## config.mk

```make
export PLATFORM = sky130hd
export DESIGN_NAME = posx_stream_reader_flat
export DESIGN_NICKNAME = d
export VERILOG_FILES = /design/src/rtl/posx_stream_reader_pkg.sv /design/src/rtl/posx_stream_reader_if.sv /design/src/rtl/posx_out_fifo.sv /design/src/rtl/posx_stream_reader.sv /design/src/flat_wrapper.sv
export SDC_FILE = /design/constraint.sdc
export NUM_CORES = 1
export LEC_CHECK = 0
export ABC_AREA = 1
export CAP_MARGIN = 40
export CORE_MARGIN = 1
export CORE_UTILIZATION = 49
export DETAILED_ROUTE_END_ITERATION = 10
export HOLD_SLACK_MARGIN = 0.08
export PLACE_DENSITY = 0.77
export SLEW_MARGIN = 20
export SYNTH_ARGS = -nofsm -noshare
export SYNTH_HDL_FRONTEND = slang
export SYNTH_HIERARCHICAL = 1
export SYNTH_SLANG_ARGS = --single-unit
```

## constraint.sdc

```tcl
create_clock -name clock -period 3.31 [get_ports clock]
set_input_delay 0.8275 -clock clock [delete_from_list [all_inputs] [get_ports clock]]
set_output_delay 0.8275 -clock clock [all_outputs]
set_load 0.01 [all_outputs]
```

## src/rtl/posx_stream_reader_pkg.sv

```systemverilog
// Shared definitions for the per-axis position stream reader.
// Holds the default RAM geometry, position word width, RAM read latency,
// output buffer depth and the controller state encoding.
package posx_stream_reader_pkg;

  localparam int unsigned POSX_DEPTH        = 512;
  localparam int unsigned POSX_ADDR_WIDTH   = 9;
  localparam int unsigned POSX_DATA_WIDTH   = 32;
  localparam int unsigned POSX_READ_LATENCY = 2;
  localparam int unsigned POSX_FIFO_DEPTH   = 4;

  typedef enum logic [1:0] {
    S_IDLE,
    S_ISSUE,
    S_DRAIN,
    S_DONE
  } state_e;

endpackage

```

## src/rtl/posx_stream_reader_if.sv

```systemverilog
// Bundle of the reader's host-control, host-load, RAM and output-stream
// signals.
//   slave  : the reader's view (controls RAM, produces the stream)
//   master : the environment's view (host, RAM, downstream sink)
// Host control : start, start_addr, count -> busy, done
// Host load    : ld_valid, ld_addr, ld_data -> ld_ready
// RAM          : mem_address, mem_data, mem_rden, mem_wren -> mem_q
// Stream       : out_valid, out_data, out_index, out_last -> out_ready
interface posx_stream_reader_if
  import posx_stream_reader_pkg::*;
#(
  parameter int unsigned ADDR_WIDTH = POSX_ADDR_WIDTH,
  parameter int unsigned DATA_WIDTH = POSX_DATA_WIDTH
);

  logic                  start;
  logic [ADDR_WIDTH-1:0] start_addr;
  logic [ADDR_WIDTH:0]   count;
  logic                  busy;
  logic                  done;

  logic                  ld_valid;
  logic                  ld_ready;
  logic [ADDR_WIDTH-1:0] ld_addr;
  logic [DATA_WIDTH-1:0] ld_data;

  logic [ADDR_WIDTH-1:0] mem_address;
  logic [DATA_WIDTH-1:0] mem_data;
  logic                  mem_rden;
  logic                  mem_wren;
  logic [DATA_WIDTH-1:0] mem_q;

  logic                  out_valid;
  logic                  out_ready;
  logic [DATA_WIDTH-1:0] out_data;
  logic [ADDR_WIDTH-1:0] out_index;
  logic                  out_last;

  modport slave (
    input  start, start_addr, count, ld_valid, ld_addr, ld_data, mem_q, out_ready,
    output busy, done, ld_ready, mem_address, mem_data, mem_rden, mem_wren,
           out_valid, out_data, out_index, out_last
  );

  modport master (
    output start, start_addr, count, ld_valid, ld_addr, ld_data, mem_q, out_ready,
    input  busy, done, ld_ready, mem_address, mem_data, mem_rden, mem_wren,
           out_valid, out_data, out_index, out_last
  );

endinterface

```

## src/rtl/posx_out_fifo.sv

```systemverilog
// Synchronous FIFO with a registered output stage.
//   clk, rst   : clock, asynchronous active-high reset
//   wr_en_i    : push wr_data_i (caller guarantees space)
//   rd_en_i    : consumer accepts the presented word
//   rd_valid_o : rd_data_o holds a valid word
//   count_o    : words held, output register included
// A word pushed into an empty FIFO goes straight to the output register,
// so it is presented the cycle after the push.
module posx_out_fifo #(
  parameter int unsigned WIDTH = 42,
  parameter int unsigned DEPTH = 4,
  localparam int unsigned PW   = $clog2(DEPTH),
  localparam int unsigned CW   = $clog2(DEPTH + 1) + 1
) (
  input  logic             clk,
  input  logic             rst,
  input  logic             wr_en_i,
  input  logic [WIDTH-1:0] wr_data_i,
  input  logic             rd_en_i,
  output logic             rd_valid_o,
  output logic [WIDTH-1:0] rd_data_o,
  output logic [CW-1:0]    count_o
);

  logic [WIDTH-1:0] storage_q [DEPTH];
  logic [PW-1:0]    wr_ptr_q, wr_ptr_d;
  logic [PW-1:0]    rd_ptr_q, rd_ptr_d;
  logic [CW-1:0]    mcount_q, mcount_d;
  logic             out_valid_q, out_valid_d;
  logic [WIDTH-1:0] out_data_q, out_data_d;
  logic             pop, load_out, mem_empty, mem_we, mem_re;

  always_comb begin
    pop         = rd_en_i & out_valid_q;
    load_out    = ~out_valid_q | pop;
    mem_empty   = (mcount_q == '0);
    mem_re      = load_out & ~mem_empty;
    // Bypass storage when the output stage is free and nothing is queued.
    mem_we      = wr_en_i & ~(load_out & mem_empty);
    out_valid_d = out_valid_q;
    out_data_d  = out_data_q;
    if (load_out) begin
      if (!mem_empty) begin
        out_valid_d = 1'b1;
        out_data_d  = storage_q[rd_ptr_q];
      end else if (wr_en_i) begin
        out_valid_d = 1'b1;
        out_data_d  = wr_data_i;
      end else begin
        out_valid_d = 1'b0;
      end
    end
    wr_ptr_d = mem_we ? wr_ptr_q + PW'(1) : wr_ptr_q;
    rd_ptr_d = mem_re ? rd_ptr_q + PW'(1) : rd_ptr_q;
    mcount_d = mcount_q + CW'(mem_we) - CW'(mem_re);
  end

  always_ff @(posedge clk or posedge rst) begin
    if (rst) begin
      wr_ptr_q    <= '0;
      rd_ptr_q    <= '0;
      mcount_q    <= '0;
      out_valid_q <= 1'b0;
      out_data_q  <= '0;
    end else begin
      wr_ptr_q    <= wr_ptr_d;
      rd_ptr_q    <= rd_ptr_d;
      mcount_q    <= mcount_d;
      out_valid_q <= out_valid_d;
      out_data_q  <= out_data_d;
    end
  end

  always_ff @(posedge clk) begin
    if (mem_we) storage_q[wr_ptr_q] <= wr_data_i;
  end

  assign rd_valid_o = out_valid_q;
  assign rd_data_o  = out_data_q;
  assign count_o    = mcount_q + CW'(out_valid_q);

endmodule

```

## src/rtl/posx_stream_reader.sv

```systemverilog
// Controller in front of one per-axis position RAM (single port, registered
// address and output). Accepts host load writes while idle and, on start,
// streams a contiguous wrapping address range out on a valid/ready port.
// Reads are issued only while (inflight + buffered) < FIFO_DEPTH, so the
// output FIFO cannot overflow under any amount of backpressure.
//   clock, rst : clock, asynchronous active-high reset
//   bus        : slave view of posx_stream_reader_if (host control, host
//                load, RAM port, output stream)
module posx_stream_reader
  import posx_stream_reader_pkg::*;
#(
  parameter int unsigned DEPTH        = POSX_DEPTH,
  parameter int unsigned ADDR_WIDTH   = POSX_ADDR_WIDTH,
  parameter int unsigned DATA_WIDTH   = POSX_DATA_WIDTH,
  parameter int unsigned READ_LATENCY = POSX_READ_LATENCY,
  parameter int unsigned FIFO_DEPTH   = POSX_FIFO_DEPTH
) (
  input  logic clock,
  input  logic rst,
  posx_stream_reader_if.slave bus
);

  localparam int unsigned FW = DATA_WIDTH + ADDR_WIDTH + 1;
  localparam int unsigned CW = $clog2(FIFO_DEPTH + 1) + 1;
  localparam int unsigned IW = $clog2(READ_LATENCY + 1) + 1;
  localparam logic [ADDR_WIDTH-1:0] LAST_ADDR = ADDR_WIDTH'(DEPTH - 1);
  localparam logic [ADDR_WIDTH-1:0] ADDR_ONE  = ADDR_WIDTH'(1);
  localparam logic [ADDR_WIDTH:0]   REM_ONE   = (ADDR_WIDTH + 1)'(1);

  state_e                state_q, state_d;
  logic [ADDR_WIDTH-1:0] addr_q, addr_d;
  logic [ADDR_WIDTH:0]   remaining_q, remaining_d;
  logic [IW-1:0]         inflight_q, inflight_d;

  logic                  tag_v_q    [READ_LATENCY];
  logic [ADDR_WIDTH-1:0] tag_idx_q  [READ_LATENCY];
  logic                  tag_last_q [READ_LATENCY];

  logic                  issue, credit_ok, emerge, pop;
  logic [CW-1:0]         fifo_count;
  logic                  fifo_valid;
  logic [FW-1:0]         fifo_rdata;

  logic [ADDR_WIDTH-1:0] mem_address_c;
  logic [DATA_WIDTH-1:0] mem_data_c;
  logic                  mem_rden_c, mem_wren_c;

  assign emerge    = tag_v_q[READ_LATENCY-1];
  assign pop       = fifo_valid & bus.out_ready;
  assign credit_ok = (int'(inflight_q) + int'(fifo_count)) < int'(FIFO_DEPTH);

  always_comb begin
    state_d       = state_q;
    addr_d        = addr_q;
    remaining_d   = remaining_q;
    issue         = 1'b0;
    mem_rden_c    = 1'b0;
    mem_wren_c    = 1'b0;
    mem_address_c = '0;
    mem_data_c    = '0;
    case (state_q)
      S_IDLE: begin
        if (bus.ld_valid) begin
          mem_wren_c    = 1'b1;
          mem_address_c = bus.ld_addr;
          mem_data_c    = bus.ld_data;
        end
        if (bus.start) begin
          if (bus.count == '0) begin
            state_d = S_DONE;
          end else begin
            addr_d      = bus.start_addr;
            remaining_d = bus.count;
            state_d     = S_ISSUE;
          end
        end
      end
      S_ISSUE: begin
        if (credit_ok) begin
          issue         = 1'b1;
          mem_rden_c    = 1'b1;
          mem_address_c = addr_q;
          addr_d        = (addr_q == LAST_ADDR) ? '0 : addr_q + ADDR_ONE;
          remaining_d   = remaining_q - REM_ONE;
          if (remaining_q == REM_ONE) state_d = S_DRAIN;
        end
      end
      S_DRAIN: begin
        // Leave as the final beat handshakes so done follows it directly.
        if (inflight_q == '0 &&
            (fifo_count == '0 || (fifo_count == CW'(1) && pop))) begin
          state_d = S_DONE;
        end
      end
      S_DONE:  state_d = S_IDLE;
      default: state_d = S_IDLE;
    endcase
    inflight_d = inflight_q + IW'(issue) - IW'(emerge);
  end

  always_ff @(posedge clock or posedge rst) begin
    if (rst) begin
      state_q     <= S_IDLE;
      addr_q      <= '0;
      remaining_q <= '0;
      inflight_q  <= '0;
    end else begin
      state_q     <= state_d;
      addr_q      <= addr_d;
      remaining_q <= remaining_d;
      inflight_q  <= inflight_d;
    end
  end

  // Tag pipeline tracks each read alongside the RAM latency.
  always_ff @(posedge clock or posedge rst) begin
    if (rst) begin
      for (int unsigned i = 0; i < READ_LATENCY; i++) begin
        tag_v_q[i]    <= 1'b0;
        tag_idx_q[i]  <= '0;
        tag_last_q[i] <= 1'b0;
      end
    end else begin
      tag_v_q[0]    <= issue;
      tag_idx_q[0]  <= addr_q;
      tag_last_q[0] <= (remaining_q == REM_ONE);
      for (int unsigned i = 1; i < READ_LATENCY; i++) begin
        tag_v_q[i]    <= tag_v_q[i-1];
        tag_idx_q[i]  <= tag_idx_q[i-1];
        tag_last_q[i] <= tag_last_q[i-1];
      end
    end
  end

  posx_out_fifo #(
    .WIDTH (FW),
    .DEPTH (FIFO_DEPTH)
  ) u_out_fifo (
    .clk        (clock),
    .rst        (rst),
    .wr_en_i    (emerge),
    .wr_data_i  ({bus.mem_q, tag_idx_q[READ_LATENCY-1], tag_last_q[READ_LATENCY-1]}),
    .rd_en_i    (bus.out_ready),
    .rd_valid_o (fifo_valid),
    .rd_data_o  (fifo_rdata),
    .count_o    (fifo_count)
  );

  assign bus.busy        = (state_q != S_IDLE);
  assign bus.done        = (state_q == S_DONE);
  assign bus.ld_ready    = (state_q == S_IDLE);
  assign bus.mem_address = mem_address_c;
  assign bus.mem_data    = mem_data_c;
  assign bus.mem_rden    = mem_rden_c;
  assign bus.mem_wren    = mem_wren_c;
  assign bus.out_valid   = fifo_valid;
  assign bus.out_data    = fifo_rdata[FW-1 -: DATA_WIDTH];
  assign bus.out_index   = fifo_rdata[ADDR_WIDTH:1];
  assign bus.out_last    = fifo_valid & fifo_rdata[0];

endmodule
```

## src/flat_wrapper.sv

```systemverilog
// flat-port wrapper written by rule: the top's interface ports become plain ports
module posx_stream_reader_flat import posx_stream_reader_pkg::*;
#(
  parameter int unsigned DEPTH        = POSX_DEPTH,
  parameter int unsigned ADDR_WIDTH   = POSX_ADDR_WIDTH,
  parameter int unsigned DATA_WIDTH   = POSX_DATA_WIDTH,
  parameter int unsigned READ_LATENCY = POSX_READ_LATENCY,
  parameter int unsigned FIFO_DEPTH   = POSX_FIFO_DEPTH
)
  (clock, rst, bus_start, bus_start_addr, bus_count, bus_ld_valid, bus_ld_addr, bus_ld_data, bus_mem_q, bus_out_ready, bus_busy, bus_done, bus_ld_ready, bus_mem_address, bus_mem_data, bus_mem_rden, bus_mem_wren, bus_out_valid, bus_out_data, bus_out_index, bus_out_last);
  posx_stream_reader_if #(.ADDR_WIDTH(ADDR_WIDTH), .DATA_WIDTH(DATA_WIDTH)) bus_i ();
  input  logic clock;
  input  logic rst;
  input wire logic [$bits(bus_i.start)-1:0] bus_start;
  input wire logic [$bits(bus_i.start_addr)-1:0] bus_start_addr;
  input wire logic [$bits(bus_i.count)-1:0] bus_count;
  input wire logic [$bits(bus_i.ld_valid)-1:0] bus_ld_valid;
  input wire logic [$bits(bus_i.ld_addr)-1:0] bus_ld_addr;
  input wire logic [$bits(bus_i.ld_data)-1:0] bus_ld_data;
  input wire logic [$bits(bus_i.mem_q)-1:0] bus_mem_q;
  input wire logic [$bits(bus_i.out_ready)-1:0] bus_out_ready;
  output wire logic [$bits(bus_i.busy)-1:0] bus_busy;
  output wire logic [$bits(bus_i.done)-1:0] bus_done;
  output wire logic [$bits(bus_i.ld_ready)-1:0] bus_ld_ready;
  output wire logic [$bits(bus_i.mem_address)-1:0] bus_mem_address;
  output wire logic [$bits(bus_i.mem_data)-1:0] bus_mem_data;
  output wire logic [$bits(bus_i.mem_rden)-1:0] bus_mem_rden;
  output wire logic [$bits(bus_i.mem_wren)-1:0] bus_mem_wren;
  output wire logic [$bits(bus_i.out_valid)-1:0] bus_out_valid;
  output wire logic [$bits(bus_i.out_data)-1:0] bus_out_data;
  output wire logic [$bits(bus_i.out_index)-1:0] bus_out_index;
  output wire logic [$bits(bus_i.out_last)-1:0] bus_out_last;
  assign bus_i.start = bus_start;
  assign bus_i.start_addr = bus_start_addr;
  assign bus_i.count = bus_count;
  assign bus_i.ld_valid = bus_ld_valid;
  assign bus_i.ld_addr = bus_ld_addr;
  assign bus_i.ld_data = bus_ld_data;
  assign bus_i.mem_q = bus_mem_q;
  assign bus_i.out_ready = bus_out_ready;
  assign bus_busy = bus_i.busy;
  assign bus_done = bus_i.done;
  assign bus_ld_ready = bus_i.ld_ready;
  assign bus_mem_address = bus_i.mem_address;
  assign bus_mem_data = bus_i.mem_data;
  assign bus_mem_rden = bus_i.mem_rden;
  assign bus_mem_wren = bus_i.mem_wren;
  assign bus_out_valid = bus_i.out_valid;
  assign bus_out_data = bus_i.out_data;
  assign bus_out_index = bus_i.out_index;
  assign bus_out_last = bus_i.out_last;
  posx_stream_reader #(.DEPTH(DEPTH), .ADDR_WIDTH(ADDR_WIDTH), .DATA_WIDTH(DATA_WIDTH), .READ_LATENCY(READ_LATENCY), .FIFO_DEPTH(FIFO_DEPTH)) u_core (.clock(clock), .rst(rst), .bus(bus_i));
endmodule
```

Yosys cells after proc, flatten, opt, wreduce, memory -nomap -nowiden:

Memories as Yosys holds them, arrays and structs flattened.
Index checks and enable logic that the tools add are counted.

* reductions and logical operators: 13
* mux-type cells: 30
* magnitude comparators: 1
* bitwise operators: 9
* eq/ne operators: 12
* add/subtract/negate cells: 10

Operators by type and width (number)
* 2-to-1 mux 42 bit: 2
* 2-to-1 mux 32 bit: 2
* 2-to-1 mux 9 bit: 6
* one-hot mux 9 bit (2 select lines): 2
* < comparator 32 x 4 -> 1 bit (second input constant): 1
* 2-to-1 mux 10 bit: 3
* one-hot mux 10 bit (2 select lines): 1
* equality test 10 x 1 -> 1 bit (second input constant): 1
* logical NOT 10 bit: 1
* 2-to-1 mux 2 bit: 5
* subtractor 10 x 1 -> 10 bit (second input constant): 1
* adder 9 x 1 -> 9 bit (second input constant): 1
* equality test 9 bit (second input constant): 1
* adder 4 x 1 -> 4 bit: 2
* logical NOT 4 bit: 2
* 2-to-1 mux 1 bit: 8
* != test 2 x 1 -> 1 bit (second input constant): 4
* one-hot mux 2 bit (4 select lines): 1
* AND reduction 4 bit: 2
* adder 3 x 4 -> 5 bit: 1
* bitwise AND 1 bit: 5
* adder 2 x 1 -> 2 bit (second input constant): 2
* equality test 2 bit (second input constant): 2
* equality test 4 x 1 -> 1 bit (second input constant): 1
* 13 further kinds: 18

* bits in registers: 97
* bits in writable memories: 168
* memories: 1
* logic and storage cells: 91
* bits of input ports: 97

Memory list
* u_core.u_out_fifo.storage_q: words 4, width 42, rd ports 1, clocked after Yosys merged registers in 0, write ports 1, line posx_out_fifo.sv:25 `logic [WIDTH-1:0] storage_q [DEPTH];`

Logic depth before layout (Yosys ltp):

* depth in word-level cells: 7
* depth in mapped cells: 13

By module:

Netlist, hierarchy kept.

Modules (own cells, without submodules)
* posx_out_fifo: cells an instance 875, sequential area each 6321.1 um^2, instances 1, area an instance 9215.1 um^2
* posx_stream_reader: cells an instance 378, sequential area each 1151.1 um^2, instances 1, area an instance 2690.1 um^2

Worst setup path after synthesis:

No wires, ideal clock.

* path type: input to register
* start: in bus_out_ready
* end: mem u_core.u_out_fifo.storage_q[0][0], enable pin
* stages on the path: 6
* slack: -0.191 ns
* setup time: 0.441 ns
* data arrival time: 3.059 ns
* path through: inv_2 nand2_1 buf_4 nand3_1 nand2_2 nor2_1

* longest elaborated chain between the ends: 7

Ends and longest elaborated chain
* from (decl): line flat_wrapper.sv:21 `input wire logic [$bits(bus_i.out_ready)-1:0] bus_out_ready;`
* bitwise AND 1 bit: line posx_out_fifo.sv:34 `pop = rd_en_i & out_valid_q;`
* bitwise OR 1 bit: line posx_out_fifo.sv:35 `load_out = ~out_valid_q | pop;`
* bitwise AND 1 bit: line posx_out_fifo.sv:39 `mem_we = wr_en_i & ~(load_out & mem_empty);`
* inverter 1 bit: line posx_out_fifo.sv:39
* bitwise AND 1 bit: line posx_out_fifo.sv:39
* 2-to-1 mux 1 bit: line posx_out_fifo.sv:75 `if (mem_we) storage_q[wr_ptr_q] <= wr_data_i;`
* 2-to-1 mux 1 bit (not written as such): line posx_out_fifo.sv:75
* to (decl): line posx_out_fifo.sv:25

Every way passes these cells.

Worst setup path in the final report:

* start: reg u_core.u_out_fifo.out_valid_q, in the netlist u_core/u_out_fifo/rd_valid_o
* end: out bus_mem_address[6]

* longest elaborated chain between the ends: 5

Ends and longest elaborated chain
* from (decl): line posx_out_fifo.sv:29 `logic out_valid_q, out_valid_d;`
* from (signal assigned): line posx_out_fifo.sv:69 `out_valid_q <= out_valid_d;`
* adder 4 x 1 -> 4 bit: line posx_out_fifo.sv:80 `assign count_o = mcount_q + CW'(out_valid_q);`
* net u_core.fifo_count[2]: line posx_stream_reader.sv:40 `logic [CW-1:0] fifo_count;`
* adder 3 x 4 -> 5 bit: line posx_stream_reader.sv:50 `assign credit_ok = (int'(inflight_q) + int'(fifo_count)) < int'(FIFO_DEPTH);`
* < comparator 32 x 4 -> 1 bit: line posx_stream_reader.sv:50
* 2-to-1 mux 9 bit: line posx_stream_reader.sv:79 `if (credit_ok) begin`
* one-hot mux 9 bit (2 select lines): line posx_stream_reader.sv:61 `case (state_q)`
* to (decl): line flat_wrapper.sv:25 `output wire logic [$bits(bus_i.mem_address)-1:0] bus_mem_address;`

The timed path passes the listed nets, and every way through them passes these cells.

==> metrics.cfg <==
[outcome]
status = finished with violations
violations = setup timing

[clock_tree]
cts_hold_buffers = 0
cts_num_sinks = 265
cts_tree = done
clkTransAtPathRegs_ns = 0.06
max-clock-path-buffers = 3
clk_latency_ns = 0.53
cts_buffers = 27
h-tree-depth = 1
root_buffer = clkbuf_16

[die]
die_area_mm2 = 0.0249
die_x_um = 158
core_mm2 = 0.0237
dieHeight_um = 158
core.rowCount = 56
io-pin-count = 186
start_util = 0.503

[route]
via_count = 9196
final_antenna_net_count = 0
vias_per_cell = 5.12
detail_route.iter0.violations = 552
dr.pass1.iters = 5
wl_per_cell_um = 15.4
drc = 0
wl_um = 27600

[power_and_ir_drop]
p_per_area_mw_per_mm2 = 907
power.leakage_uw = 0.00676
max-vdd-ir-drop_mv = 0.600

[sta]
drv_slew = 0
slew_headroom = 0.584
hold_viol = 0
min_period_ns = 3.36
fmax_mhz = 298
rsz0062_at_grt = true
setup_viol = 9
fin_ws_ns = -0.0511
worst_pin_slew_ns = 0.624
min_period_over_period = 1.02
finClkSkew_ns = 0.0214

[setup_path]
cp_data_required_time_ns = 2.48
reg2reg_to = u_core/remaining_q[0]$_DFFE_PP0P_
crit_type = flop to output pin
cp-end-kind = output pin
r2r_setup_slack_ns = 0.15
critPathLaunchType = flop
crit_fanout = 10
r2r_start = u_core/u_out_fifo/rd_valid_o$_DFFE_PP0P_
reg2reg_depth = 20
crit_arrival_ns = 2.53

[placement]
dpl_cell_area_mm2 = 0.0141
place_ws_ns = -0.0591
io_buffers = 185
hpwl_um = 16700
place_congestion = 0.884

[global_routing]
use_met1 = 0.288
grt_pass1_vias = 9027
grt_max_degree = 86
grt_antenna_before_repair = 0
busiest_layer = met2
gr-total-overflow = 0
grt_pass1_wl_um = 44000
use_met2 = 0.403
met3_usage = 0.0304
grt_use_total = 0.227

[worst_hold_path]
hold_path.class = flop to flop
hold_start = u_core/tag_last_q[1]$_DFF_PP0_
hold_end = u_core/tag_last_q[0]$_DFF_PP0_
whs_path_depth = 0

[job]
maxCapViolCount = 0

[logic_synthesis]
synth_area_mm2 = 0.0119
synth_seq_area_share = 0.628
syn_inst = 1253
synth.distinct_cells = 29
ys_ff_latch = 265
ys_warn_count = 6
synth-main-ff-cell = edfxtp_1
synth_nets = 1376
async_flop_share = 0.366
synth_edf_count = 168
avgSynthCellArea_um2 = 9.50

[final_layout]
area_growth_pct = 28.5
nets = 1579
diodes = 0
final_layout_size_suffix_gt1_frac = 0.0887
final_util = 0.646
stdcell_area_mm2 = 0.0153

## state kept, by name, summed over array words and instances, names as in the netlist
signal,count
u_core/addr_q,9
u_core/emerge,1
u_core/inflight_q,3
u_core/remaining_q,10
u_core/state_q,2
u_core/tag_idx_q,18
u_core/tag_last_q,2
u_core/tag_v_q,1
u_core/u_out_fifo/mcount_q,4
u_core/u_out_fifo/rd_data_o,42
u_core/u_out_fifo/rd_ptr_q,2
u_core/u_out_fifo/rd_valid_o,1
u_core/u_out_fifo/storage_q,168
u_core/u_out_fifo/wr_ptr_q,2
## final cells by class
cell class	count	area [um2]
clock inverters	7	118
clock buffers	43	816
inverters	98	370
multi-input cells	834	3820
flip-flops and latches	265	7470
fillers	1798	8390
well taps	319	399
repair buffers	230	2300
## synth_stat cells (all sizes together), types with 2 or more instances
cell type | n | area [um2]
o21ai | 48 | 240
a21oi | 3 | 15.0
or2 | 2 | 12.5
nand4 | 7 | 43.8
ha | 24 | 300
nor3 | 3 | 15.0
clkbuf | 8 | 30.0
xor2 | 6 | 52.6
nor2 | 83 | 333
xnor2 | 3 | 26.3
inv | 97 | 364
dfrtp | 97 | 2430
edfxtp | 168 | 5040
fa | 2 | 40.0
nand2 | 520 | 1960
buf | 49 | 328
nand3 | 129 | 646
## cells by family after synthesis
| group | synth area share |
|---|---|
| AOI/OAI and AO/OA | 0.0222 |
| and+or+nand+nor | 0.254 |
| DFF | 0.628 |
| buffers and inverters | 0.0610 |
| xor gates and xnor gates | 0.00662 |
| adders and majority gates | 0.0286 |
## worst max-delay path by stage
stage               slack [ns]                                          end                                startpoint  depth (start not counted)
global placement       -0.0002                           bus_mem_address[7]  u_core/u_out_fifo/rd_valid_o$_DFFE_PP0P_                         10
CTS                      -0.08                           bus_mem_address[0]  u_core/u_out_fifo/rd_valid_o$_DFFE_PP0P_                         10
detailed placement       -0.06                           bus_mem_address[3]  u_core/u_out_fifo/rd_valid_o$_DFFE_PP0P_                         10
global route             -0.17                           bus_mem_address[7]  u_core/u_out_fifo/rd_valid_o$_DFFE_PP0P_                         10
finish                   -0.05                           bus_mem_address[6]  u_core/u_out_fifo/rd_valid_o$_DFFE_PP0P_                         10
floorplan                -0.19  u_core/u_out_fifo/storage_q[0][0]$_DFFE_PP_                             bus_out_ready                          6
## cell usage in the layout (no fill, tap or decap), types with 5 or more instances in the layout
cell	count
clkbuf_16	28
dfrtp_1	96
buf_4	34
clkbuf_1	8
clkbuf_8	8
xor2_1	5
buf_12	9
edfxtp_1	168
buf_2	9
nand2_1	512
nor2_4	5
ha_1	21
nand3_1	129
o21ai_1	13
o21ai_0	33
nand4_1	7
clkdlybuf4s50_1	175
inv_2	7
nor2_1	75
inv_1	88
## critical path: stages (launching register included)
cell and delay [ns]:
dfrtp_1 0.38, ha_2 0.21, ha_4 0.16, xor2_2 0.17, ha_1 0.28, nor2_1 0.11, nand3_1 0.12, nor2_2 0.17
inv_4 0.09, o21ai_0 0.15, buf_2 0.15
## stage by stage
stage               total power (uW)  instances  hold slack, ns  setup TNS [ns]
floorplan                       8380       1253           0.331          -32.07
global placement               10100       1726           0.333       -0.000169
detailed placement             10300       1728           0.335          -0.239
CTS                            13700       1791           0.348          -0.576
global route                   14900       1796           0.358           -1.40
finish                         13900       1796           0.346          -0.164
## where the power goes
group / internal [uW] / switching, uW
Sequential: 4380 / 483
Combinational: 2440 / 3460
Clock: 1920 / 1190
Total: 8750 / 5130
## timing repair
action,4_1_cts,5_1_grt
endpoints found under the setup margin,10,41
cloned,1,1
setup buffers,12,4
gates resized for setup,53,16
endpoints found under the hold margin,0,0
pin swaps,3,3
## layer usage
layer / wire length, um / vias to the layer above
met5: 0 / -
li1: - / 4445
met2: 13800 / 423
met3: 2090 / 34
met1: 11300 / 4294
met4: 366 / 0
No activity file was read; power rests on OpenSTA's default activity.
